==> src/rtl/spi_master_core_pkg.sv <==
`default_nettype none
// ----------------------------------------------------------------------------
// spi_master_core_pkg : shared state encoding and sizing helpers.   Rev 1.0
// ----------------------------------------------------------------------------
package spi_master_core_pkg;

  localparam int DEFAULT_DATA_W = 32;

  typedef enum logic [1:0] {
    ST_IDLE  = 2'd0,
    ST_SETUP = 2'd1,
    ST_SHIFT = 2'd2,
    ST_HOLD  = 2'd3
  } state_t;

  // Width of a counter that must hold values 0..n-1 (never narrower than 1 bit).
  function automatic int cnt_width(input int n);
    return (n > 1) ? $clog2(n) : 1;
  endfunction

  function automatic int max_int(input int a, input int b);
    return (a > b) ? a : b;
  endfunction

endpackage
`default_nettype wire

==> src/rtl/spi_master_core_if.sv <==
`default_nettype none
// ----------------------------------------------------------------------------
// spi_master_core_if : host handshake and SPI pins of the transfer engine. Rev 1.0
// ----------------------------------------------------------------------------
interface spi_master_core_if
  import spi_master_core_pkg::*;
#(
  parameter int DATA_W = DEFAULT_DATA_W
);

  logic              go_transfer;
  logic [DATA_W-1:0] data_write_to_spi;
  logic [DATA_W-1:0] data_read_from_spi;
  logic              data_pack_ready;
  logic              busy;
  logic              spi_sclk;
  logic              spi_mosi;
  logic              spi_miso;
  logic              spi_cs_n;

  // Environment view: the Avalon slave plus whatever drives spi_miso.
  modport master (
    output go_transfer, data_write_to_spi, spi_miso,
    input  data_read_from_spi, data_pack_ready, busy, spi_sclk, spi_mosi, spi_cs_n
  );

  modport slave (
    input  go_transfer, data_write_to_spi, spi_miso,
    output data_read_from_spi, data_pack_ready, busy, spi_sclk, spi_mosi, spi_cs_n
  );

endinterface
`default_nettype wire

==> src/rtl/spi_master_core_clk_gen.sv <==
`default_nettype none
// ----------------------------------------------------------------------------
// spi_master_core_clk_gen : sclk divider with leading/trailing edge strobes. Rev 1.0
// ----------------------------------------------------------------------------
module spi_master_core_clk_gen
  import spi_master_core_pkg::*;
#(
  parameter int DATA_W  = DEFAULT_DATA_W,
  parameter int CLK_DIV = 4,
  parameter bit CPOL    = 1'b0
) (
  input  logic clk,
  input  logic reset,
  input  logic en,
  output logic sclk,
  output logic lead_edge,
  output logic trail_edge,
  output logic first_edge,
  output logic last_edge
);

  localparam int               DIV_W    = cnt_width(CLK_DIV);
  localparam int               TOG_W    = cnt_width(2 * DATA_W);
  localparam logic [DIV_W-1:0] DIV_LAST = DIV_W'(CLK_DIV - 1);
  localparam logic [TOG_W-1:0] TOG_LAST = TOG_W'(2 * DATA_W - 1);

  logic [DIV_W-1:0] div_q, div_d;
  logic [TOG_W-1:0] tog_q, tog_d;
  logic             sclk_q, sclk_d;
  logic             wrap;

  always_comb begin
    wrap   = en && (div_q == DIV_LAST);
    div_d  = div_q;
    tog_d  = tog_q;
    sclk_d = sclk_q;
    if (!en) begin
      div_d  = '0;
      tog_d  = '0;
      sclk_d = CPOL;
    end else if (wrap) begin
      div_d  = '0;
      tog_d  = tog_q + 1'b1;
      sclk_d = ~sclk_q;
    end else begin
      div_d  = div_q + 1'b1;
    end
  end

  always_ff @(posedge clk or posedge reset) begin
    if (reset) begin
      div_q  <= '0;
      tog_q  <= '0;
      sclk_q <= CPOL;
    end else begin
      div_q  <= div_d;
      tog_q  <= tog_d;
      sclk_q <= sclk_d;
    end
  end

  // Even toggle indices leave the idle level (leading), odd ones return to it.
  assign lead_edge  = wrap && !tog_q[0];
  assign trail_edge = wrap &&  tog_q[0];
  assign first_edge = wrap && (tog_q == '0);
  assign last_edge  = wrap && (tog_q == TOG_LAST);
  assign sclk       = sclk_q;

endmodule
`default_nettype wire

==> src/rtl/spi_master_core.sv <==
`default_nettype none
// ----------------------------------------------------------------------------
// spi_master_core : one full-duplex SPI word transfer per go_transfer edge. Rev 1.0
// ----------------------------------------------------------------------------
module spi_master_core
  import spi_master_core_pkg::*;
#(
  parameter int DATA_W   = DEFAULT_DATA_W,
  parameter int CLK_DIV  = 4,
  parameter bit CPOL     = 1'b0,
  parameter bit CPHA     = 1'b0,
  parameter int CS_SETUP = 2,
  parameter int CS_HOLD  = 2
) (
  input  logic             clk,
  input  logic             reset,
  spi_master_core_if.slave bus
);

  localparam int               CNT_W      = cnt_width(max_int(CS_SETUP, CS_HOLD));
  localparam logic [CNT_W-1:0] SETUP_LAST = CNT_W'(CS_SETUP - 1);
  localparam logic [CNT_W-1:0] HOLD_LAST  = CNT_W'(CS_HOLD - 1);

  state_t            state_q, state_d;
  logic [CNT_W-1:0]  cnt_q, cnt_d;
  logic              go_prev_q, go_prev_d;
  logic [DATA_W-1:0] tx_sr_q, tx_sr_d;
  logic [DATA_W-1:0] rx_sr_q, rx_sr_d;
  logic [DATA_W-1:0] rd_data_q, rd_data_d;
  logic              cs_n_q, cs_n_d;
  logic              busy_q, busy_d;
  logic              ready_q, ready_d;

  logic start;
  logic lead_edge, trail_edge, first_edge, last_edge;
  logic sample_edge, shift_edge;

  spi_master_core_clk_gen #(
    .DATA_W  (DATA_W),
    .CLK_DIV (CLK_DIV),
    .CPOL    (CPOL)
  ) u_clk_gen (
    .clk        (clk),
    .reset      (reset),
    .en         (state_q == ST_SHIFT),
    .sclk       (bus.spi_sclk),
    .lead_edge  (lead_edge),
    .trail_edge (trail_edge),
    .first_edge (first_edge),
    .last_edge  (last_edge)
  );

  // CPHA=1 keeps the MSB on the wire through the first leading edge.
  assign sample_edge = CPHA ? trail_edge : lead_edge;
  assign shift_edge  = CPHA ? (lead_edge && !first_edge) : trail_edge;
  assign start       = bus.go_transfer && !go_prev_q;

  always_comb begin
    state_d   = state_q;
    cnt_d     = cnt_q;
    go_prev_d = bus.go_transfer;
    tx_sr_d   = tx_sr_q;
    rx_sr_d   = rx_sr_q;
    rd_data_d = rd_data_q;
    cs_n_d    = cs_n_q;
    busy_d    = busy_q;
    ready_d   = ready_q;
    case (state_q)
      ST_IDLE: begin
        if (start) begin
          tx_sr_d = bus.data_write_to_spi;
          busy_d  = 1'b1;
          ready_d = 1'b0;
          cs_n_d  = 1'b0;
          cnt_d   = '0;
          state_d = ST_SETUP;
        end
      end
      ST_SETUP: begin
        if (cnt_q == SETUP_LAST) begin
          cnt_d   = '0;
          state_d = ST_SHIFT;
        end else begin
          cnt_d   = cnt_q + 1'b1;
        end
      end
      ST_SHIFT: begin
        if (sample_edge) rx_sr_d = {rx_sr_q[DATA_W-2:0], bus.spi_miso};
        if (shift_edge)  tx_sr_d = {tx_sr_q[DATA_W-2:0], 1'b0};
        if (last_edge)   state_d = ST_HOLD;
      end
      ST_HOLD: begin
        if (cnt_q == HOLD_LAST) begin
          cs_n_d    = 1'b1;
          busy_d    = 1'b0;
          rd_data_d = rx_sr_q;
          ready_d   = 1'b1;
          cnt_d     = '0;
          state_d   = ST_IDLE;
        end else begin
          cnt_d     = cnt_q + 1'b1;
        end
      end
      default: state_d = ST_IDLE;
    endcase
  end

  always_ff @(posedge clk or posedge reset) begin
    if (reset) begin
      state_q   <= ST_IDLE;
      cnt_q     <= '0;
      go_prev_q <= 1'b0;
      tx_sr_q   <= '0;
      rx_sr_q   <= '0;
      rd_data_q <= '0;
      cs_n_q    <= 1'b1;
      busy_q    <= 1'b0;
      ready_q   <= 1'b0;
    end else begin
      state_q   <= state_d;
      cnt_q     <= cnt_d;
      go_prev_q <= go_prev_d;
      tx_sr_q   <= tx_sr_d;
      rx_sr_q   <= rx_sr_d;
      rd_data_q <= rd_data_d;
      cs_n_q    <= cs_n_d;
      busy_q    <= busy_d;
      ready_q   <= ready_d;
    end
  end

  assign bus.spi_mosi           = (state_q != ST_IDLE) && tx_sr_q[DATA_W-1];
  assign bus.spi_cs_n           = cs_n_q;
  assign bus.busy               = busy_q;
  assign bus.data_pack_ready    = ready_q;
  assign bus.data_read_from_spi = rd_data_q;

endmodule
`default_nettype wire

==> src/flat_wrapper.sv <==
// flat-port wrapper written by rule: the top's interface ports become plain ports
module spi_master_core_flat import spi_master_core_pkg::*;
#(
  parameter int DATA_W   = DEFAULT_DATA_W,
  parameter int CLK_DIV  = 4,
  parameter bit CPOL     = 1'b0,
  parameter bit CPHA     = 1'b0,
  parameter int CS_SETUP = 2,
  parameter int CS_HOLD  = 2
)
  (clk, reset, bus_go_transfer, bus_data_write_to_spi, bus_spi_miso, bus_data_read_from_spi, bus_data_pack_ready, bus_busy, bus_spi_sclk, bus_spi_mosi, bus_spi_cs_n);
  spi_master_core_if #(.DATA_W(DATA_W)) bus_i ();
  input  logic clk;
  input  logic reset;
  input wire logic [$bits(bus_i.go_transfer)-1:0] bus_go_transfer;
  input wire logic [$bits(bus_i.data_write_to_spi)-1:0] bus_data_write_to_spi;
  input wire logic [$bits(bus_i.spi_miso)-1:0] bus_spi_miso;
  output wire logic [$bits(bus_i.data_read_from_spi)-1:0] bus_data_read_from_spi;
  output wire logic [$bits(bus_i.data_pack_ready)-1:0] bus_data_pack_ready;
  output wire logic [$bits(bus_i.busy)-1:0] bus_busy;
  output wire logic [$bits(bus_i.spi_sclk)-1:0] bus_spi_sclk;
  output wire logic [$bits(bus_i.spi_mosi)-1:0] bus_spi_mosi;
  output wire logic [$bits(bus_i.spi_cs_n)-1:0] bus_spi_cs_n;
  assign bus_i.go_transfer = bus_go_transfer;
  assign bus_i.data_write_to_spi = bus_data_write_to_spi;
  assign bus_i.spi_miso = bus_spi_miso;
  assign bus_data_read_from_spi = bus_i.data_read_from_spi;
  assign bus_data_pack_ready = bus_i.data_pack_ready;
  assign bus_busy = bus_i.busy;
  assign bus_spi_sclk = bus_i.spi_sclk;
  assign bus_spi_mosi = bus_i.spi_mosi;
  assign bus_spi_cs_n = bus_i.spi_cs_n;
  spi_master_core #(.DATA_W(DATA_W), .CLK_DIV(CLK_DIV), .CPOL(CPOL), .CPHA(CPHA), .CS_SETUP(CS_SETUP), .CS_HOLD(CS_HOLD)) u_core (.clk(clk), .reset(reset), .bus(bus_i));
endmodule
==> config.mk <==
export PLATFORM = sky130hd
export DESIGN_NAME = spi_master_core_flat
export DESIGN_NICKNAME = d
export VERILOG_FILES = /design/src/rtl/spi_master_core_pkg.sv /design/src/rtl/spi_master_core_if.sv /design/src/rtl/spi_master_core_clk_gen.sv /design/src/rtl/spi_master_core.sv /design/src/flat_wrapper.sv
export SDC_FILE = /design/constraint.sdc
export NUM_CORES = 1
export LEC_CHECK = 0
export CORE_ASPECT_RATIO = 0.8
export CORE_MARGIN = 3
export CORE_UTILIZATION = 54
export DETAILED_ROUTE_END_ITERATION = 6
export HOLD_SLACK_MARGIN = 0.05
export PLACE_DENSITY = 0.8
export SLEW_MARGIN = 20
export SYNTH_ARGS = -nofsm -noshare
export SYNTH_HDL_FRONTEND = slang
export SYNTH_SLANG_ARGS = --single-unit
==> constraint.sdc <==
create_clock -name clk -period 4.8 [get_ports clk]
set_clock_uncertainty 0.1 [all_clocks]
set_input_delay 0.72 -clock clk [delete_from_list [all_inputs] [get_ports clk]]
set_output_delay 0.72 -clock clk [all_outputs]
set_load 0.005 [all_outputs]
==> impl_summary.txt, run 1 <==
----------------------------------------------------
[Timing]
  Final setup slack of the worst path ... 2.03 ns
  Final setup violation count ... 0
  Worst slew margin relative to its limit ... 49.3%
  Final hold slack ... 0.353 ns
  Setup repair after global routing missed its margin ... false
  Max frequency ... 0.361 GHz
  Number of slew-limit violations in the final report ... 0
  Final setup TNS ... 0 ns
  Worst Max-Slew Pin Slew ... 0.760 ns
  Endpoints failing hold ... 0
  Final period util ... 57.7%
  Final critical path time including I/O delays and setup ... 2.77 ns

[Logic synthesis]
  Count of synthesis-stage warnings from yosys ... 0
  Syn nets ... 394
  Number of synthesized flops with an enable pin ... 0
  Cell variety after synth ... 28
  Cell accounting for the most synthesized area ... dfrtp_1
  Count of state elements after synthesis ... 112
  Top cells by area, synth ... dfrtp_1, mux2_2, mux2i_1
  Portion of the post-synthesis area used by sequential elements ... 59.0%
  Gate Count Post-Synth ... 351
  Avg Inst Size Synth ... 13.5 µm²
  Area of the mapped netlist ... 0.00475 mm²
  Synth Flop Type ... dfrtp_1
  Area share of the largest cell type after synthesis ... 58.5%
  FFs w/ async S/R, synth ... 100%

[Setup path]
  Critical path origin ... u_core.state_q[0]
  Minimum setup slack among reg-to-reg paths ... 2.03 ns
  Max Fanout on Critical Path ... 64
  Worst Path Required ... 4.99 ns
  Element type at the critical path end ... flop
  Crit path DAT ... 2.96 ns
  Critical path launch point type ... flop
  Type of the worst setup path ... reg -> reg
  Startpoint of the most critical register-to-register path ... u_core.state_q[0]

[Power]
  Worst vdd rail ir drop ... 168 µV
  Share of power burned in registers ... 62.0%
  Final Total Pwr ... 1.56 mW
  Total power density per cell area ... 273 mW/mm²
  Combinational group share of total power ... 4.6%
  Sw Ratio ... 23.2%
  Internal power contribution ... 1.20 mW
  Cell leakage power ... 2.85 nW
  Fraction of power consumed by the clock network ... 33.4%
  Switching power total ... 362 µW

[Die]
  Initial standard-cell utilization of the core ... 57.7%
  Total I/O pin count ... 73
  Total die area ... 0.00997 mm²
  Die Ht ... 89.9 µm
  Horizontal die dimension ... 111 µm
  Cell row count ... 29
  Total core area ... 0.00824 mm²

[CTS]
  Clock-pin slew on the worst setup and hold paths ... 0.11 ns
  Total number of clock tree sinks ... 112
  H-tree depth ... 3
  Setup repair bufs after CTS ... 0
  CTS Buffer Depth ... 2
  Cts-stage hold buffer count ... 0
  Clock network latency to the later pin of the worst-skew pair ... 0.36 ns
  Root cell of the clock tree ... clkbuf_8
  TritonCTS clock tree ... done
  Total CTS buffers ... 9
  Quantity of gates resized following cts ... 0

[Routing]
  Via density per instance ... 5.20
  WL/cell ... 14.8 µm
  1st-pass router iterations ... 4
  Detailed-route DRC error count ... 0
  DR iter-0 viols ... 93
  Aggregate routed wire length ... 7890 µm
  Number of nets with antenna violations after routing ... 0
  Via count ... 2782

[Cells and area]
  Area added between synthesis and finish ... 20.3%
  Most used cells in the layout excluding fill and tap cells ... dfrtp_1, clkdlybuf4s50_1, mux2_2
  Utilization of the core after routing ... 69.4%
  Post-route design area ... 0.00571 mm²
  ANT cells ... 0
  Fin nets ... 465
  Layout cell share with drive strength beyond 1 ... 27.6%
  Post-layout instance count excluding filler cells ... 535
  Most common cell after layout, fill and taps aside ... dfrtp_1

[Global route]
  Met2 Use GR ... 26.6%
  Antenna violations before repair ... 0
  Via count of the first global-routing pass ... 2810
  Routing layer with the top usage in global route ... met2
  Global routing usage summed across all routing layers ... 16.5%
  Total overflow reported by the global router ... 0
  Met3 usage ... 4.36%
  Met1 Use GR ... 22.6%
  Largest net degree at the start of global routing ... 65
  Global-route wire length before repair ... 13700 µm

[Placement]
  Number of buffers added on ports ... 72
  Placed wire-length estimate ... 5270 µm
  Cell total after placement ... 519
  Post-Place Cell Area ... 0.00553 mm²
  Post-place setup slack ... 2.07 ns
  RD Place Congestion ... 0.735

[Status]
  Outcome ... completed

[Worst hold path]
  Startpoint of the tightest hold check path ... u_core.u_clk_gen.div_q[0]
  HP Class ... reg -> reg

[Run]
  # Max-Cap Violations ... 0

----------------------------------------------------
synthesized netlist by cell type (2+ instances only):
library cell and instances:
xnor2_1 2, buf_2 11, mux2i_1 32, nor2b_1 2
nand2b_1 2, a21oi_1 11, mux2_2 65, buf_6 6
nand4_1 2, nor2_1 41, nand3_1 2, dfrtp_1 111
xor2_1 3, ha_1 7, nand2_1 8, o21ai_0 3
inv_1 5, a21oi_2 28
area by class of cell:
type / instances / area, µm²
sequential: 112 / 2800
fill: 607 / 2520
multi-input combinational: 216 / 1800
timing repair buffer: 78 / 766
tap: 108 / 135
clock buffer: 10 / 128
clock inverter: 6 / 55.1
inverter: 5 / 21.3
path summary, 6_finish.rpt:
kind                                             end  depth (start not counted)
max                               u_core.tx_sr_q[15]                          8
max reg2reg                       u_core.tx_sr_q[15]                          8
min                        u_core.u_clk_gen.div_q[0]                          1
max in group asynchronous         u_core.rx_sr_q[17]                          3
min in group asynchronous  u_core.u_clk_gen.tog_q[5]                          2
min reg2reg                u_core.u_clk_gen.div_q[0]                          1
layer usage:
| layer | routed length, µm | vias to the layer above | part of all wire, % |
|---|---|---|---|
| li1 | - | 1356 | - |
| met2 | 3830 | 39 | 49 |
| met3 | 321 | 4 | 4.1 |
| met4 | 68 | 0 | 0.86 |
| met1 | 3670 | 1383 | 47 |
| met5 | 0 | - | 0 |
power groups by stage:
stage	logic [mW]	registers [mW]	clock network, mW
6_report	0.0721	0.966	0.520
5_1_grt	0.0810	0.968	0.574
4_1_cts	0.0744	0.966	0.539
3_5_place_dp	0.0743	0.984	0
3_3_place_gp	0.0728	0.983	0
2_1_floorplan	0.0346	0.982	0
state kept, by name, indices dropped and copies added, names as in the netlist:
signal	flops
u_core.u_clk_gen.sclk	1
u_core.bus.data_read_from_spi	32
u_core.rx_sr_q	32
u_core.bus.busy	1
u_core.bus.data_pack_ready	1
u_core.bus.spi_cs_n	1
u_core.u_clk_gen.tog_q	6
u_core.cnt_q	1
u_core.tx_sr_q	32
u_core.go_prev_q	1
u_core.state_q	2
u_core.u_clk_gen.div_q	2
worst max-delay path, cell delays in order, from the launching register on:
cell and delay, ns:
dfrtp_1 0.42, inv_1 0.13, ha_2 0.18, buf_4 0.48
nand3_1 0.28, a22oi_4 0.19, buf_4 0.62, nor2_1 0.13
a21oi_2 0.14
cells by family (layout without fill, tap and decap cells):
group,after synthesis,in the layout,share of synthesized area (%)
adders and majority gates,7,7,1.84
and+or+nand+nor,61,61,5.40
AOI/OAI and AO/OA,46,46,7.61
DFF,112,112,59.0
muxes,97,97,22.1
buffers and inverters,23,99,3.05
xor gates and xnor gates,5,5,0.922
(Power assumes the default switching activity.)
==> inputs of run 2 (changes only) <==
==> constraint.sdc (replaced) <==
create_clock -name clk -period 2.6 [get_ports clk]
set_clock_uncertainty 0.1 [all_clocks]
set_input_delay 0.39 -clock clk [delete_from_list [all_inputs] [get_ports clk]]
set_output_delay 0.39 -clock clk [all_outputs]
set_load 0.005 [all_outputs]
==> impl_summary.txt, run 2 (synthesis results as in run 1) <==
----------------------------------------------------
[Placement]
  RD Place Congestion ... 0.753 (+2.5%)
  Number of buffers added on ports ... 72 (unchanged)
  Post-place setup slack ... 0.610 ns (-1.46 ns)
  Placed wire-length estimate ... 5450 µm (+3.6%)

[Cells and area]
  Most common cell after layout, fill and taps aside ... dfrtp_1
  Filler Cell Count ... 596 (-1.8%)
  Fin nets ... 466 (+0.22%)
  Utilization of the core after routing ... 69.9% (+0.52 points)
  Area added between synthesis and finish ... 21.1%
  ANT cells ... 0 (unchanged)
  Layout cell share with drive strength beyond 1 ... 27.8% (+0.17 points)
  Most used cells in the layout excluding fill and tap cells ... dfrtp_1, clkdlybuf4s50_1, mux2_2

[Timing]
  Number of slew-limit violations in the final report ... 0 (unchanged)
  Final hold slack ... 0.351 ns (-0.00268 ns)
  Final critical path time including I/O delays and setup ... 2.38 ns
  Endpoints failing hold ... 0 (unchanged)
  Setup repair after global routing missed its margin ... false
  Final setup slack of the worst path ... 0.217 ns (-1.81 ns)
  Final setup violation count ... 0 (unchanged)
  Final period util ... 91.6%
  Worst Max-Slew Pin Slew ... 0.713 ns (-0.0473 ns)
  Final setup TNS ... 0 ns (unchanged)
  Max frequency ... 0.420 GHz
  Worst slew margin relative to its limit ... 52.4% (+3.1 points)

[Die]
  Horizontal die dimension ... 111 µm (unchanged)
  Cell row count ... 29 (unchanged)
  Die Ht ... 89.9 µm (unchanged)
  Total core area ... 0.00824 mm² (unchanged)
  Initial standard-cell utilization of the core ... 57.7% (unchanged)
  Total die area ... 0.00997 mm² (unchanged)
  Total I/O pin count ... 73 (unchanged)

[CTS]
  Cts-stage hold buffer count ... 0 (unchanged)
  Total CTS buffers ... 9 (unchanged)
  TritonCTS clock tree ... done
  Quantity of gates resized following cts ... 0 (unchanged)
  Setup repair bufs after CTS ... 0 (unchanged)
  CTS Buffer Depth ... 2 (unchanged)
  Total number of clock tree sinks ... 112 (unchanged)
  H-tree depth ... 3 (unchanged)
  Clock network latency to the later pin of the worst-skew pair ... 0.36 ns (about the same)
  Clock-pin slew on the worst setup and hold paths ... 0.11 ns (about the same)
  Root cell of the clock tree ... clkbuf_8

[Setup path]
  Element type at the critical path end ... primary output
  Destination of the worst register-to-register timing path ... u_core.tx_sr_q[10]
  Critical path origin ... u_core.state_q[0]
  Worst Path Required ... 2.11 ns (-2.88 ns)
  Max Fanout on Critical Path ... 7 (-89%)
  Worst Reg2Reg Path Length in Cells ... 7 (-1)
  Minimum setup slack among reg-to-reg paths ... 0.65 ns (-1.38 ns)
  Worst setup path endpoint ... bus_spi_mosi
  Type of the worst setup path ... reg -> out
  Startpoint of the most critical register-to-register path ... u_core.state_q[0]
  Crit path DAT ... 1.89 ns (-1.07 ns)
  Critical path launch point type ... flop

[Global route]
  Global-route wire length before repair ... 13600 µm (-0.61%)
  Via count of the first global-routing pass ... 2837 (+0.96%)
  Antenna violations before repair ... 0 (unchanged)
  Global routing usage summed across all routing layers ... 16.6% (+0.090 points)
  Total overflow reported by the global router ... 0 (unchanged)
  Largest net degree at the start of global routing ... 65 (unchanged)

[Power]
  Cell leakage power ... 2.87 nW (+0.80%)
  Worst vdd rail ir drop ... 386 µV (+130%)
  Final Total Pwr ... 2.88 mW (+85%)
  Total power density per cell area ... 500 mW/mm² (+83%)

[Routing]
  Via count ... 2766 (-0.58%)
  1st-pass router iterations ... 5 (+1)
  Via density per instance ... 5.16 (-0.76%)
  DR iter-0 viols ... 81 (-13%)
  Detailed-route DRC error count ... 0 (unchanged)
  Aggregate routed wire length ... 7910 µm (+0.20%)
  Number of nets with antenna violations after routing ... 0 (unchanged)
  WL/cell ... 14.8 µm (about the same)

[Status]
  Outcome ... completed

[Worst hold path]
  HP Class ... reg -> reg
  Startpoint of the tightest hold check path ... u_core.u_clk_gen.div_q[0]

[Run]
  # Max-Cap Violations ... 0 (unchanged)

----------------------------------------------------
-- run 2: area by class of cell --
cell class	instances	area, µm²	area share (%)
Sequential cell	112	2800	48.7
Clock buffer	10	128	2.22
Inverter	5	22.5	0.391
Clock inverter	6	51.3	0.891
Multi-Input combinational cell	216	1800	31.3
Tap cell	108	135	2.35
Timing Repair Buffer	79	811	14.1
-- run 2: critical path: stages (launching register included) --
cell             delay, ns
dfrtp_1               0.40
inv_1                 0.11
ha_1                  0.32
nor2b_1               0.18
clkdlybuf4s50_1       0.52
-- run 2: how the worst min path moves through the flow --
stage	end	cells after the start	slack, ns
final	u_core.u_clk_gen.div_q[0]	1	0.35
after global routing	u_core.u_clk_gen.div_q[0]	1	0.37
after CTS	u_core.u_clk_gen.div_q[0]	1	0.36
after detailed placement	u_core.u_clk_gen.div_q[0]	1	0.34
after global placement	u_core.u_clk_gen.div_q[0]	1	0.33
after floorplan	u_core.u_clk_gen.div_q[0]	1	0.31
-- run 2: stage by stage --
stage / instance area [µm²] / instances
floorplan: 4750 / 351
global placement: 5580 / 520
detailed placement: 5580 / 520
CTS: 5760 / 536
global route: 5760 / 536
finish: 5760 / 536
-- run 2: where the power goes --
group	internal [mW]	switching (mW)	total, mW
Sequential	1.77	0.0149	1.78
Combinational	0.0799	0.0596	0.139
Clock	0.365	0.592	0.957
Total	2.21	0.666	2.88
-- run 2: per-layer routing --
layer | vias to the layer above | GRT usage [%] | part of all wire, % | routed length, µm
li1 | 1361 | - | - | -
met1 | 1357 | 22.5 | 47 | 3750
met2 | 37 | 26.6 | 48 | 3760
met3 | 11 | 4.70 | 3.8 | 304
met4 | 0 | 4.62 | 1.2 | 92
met5 | - | 0 | 0 | 0
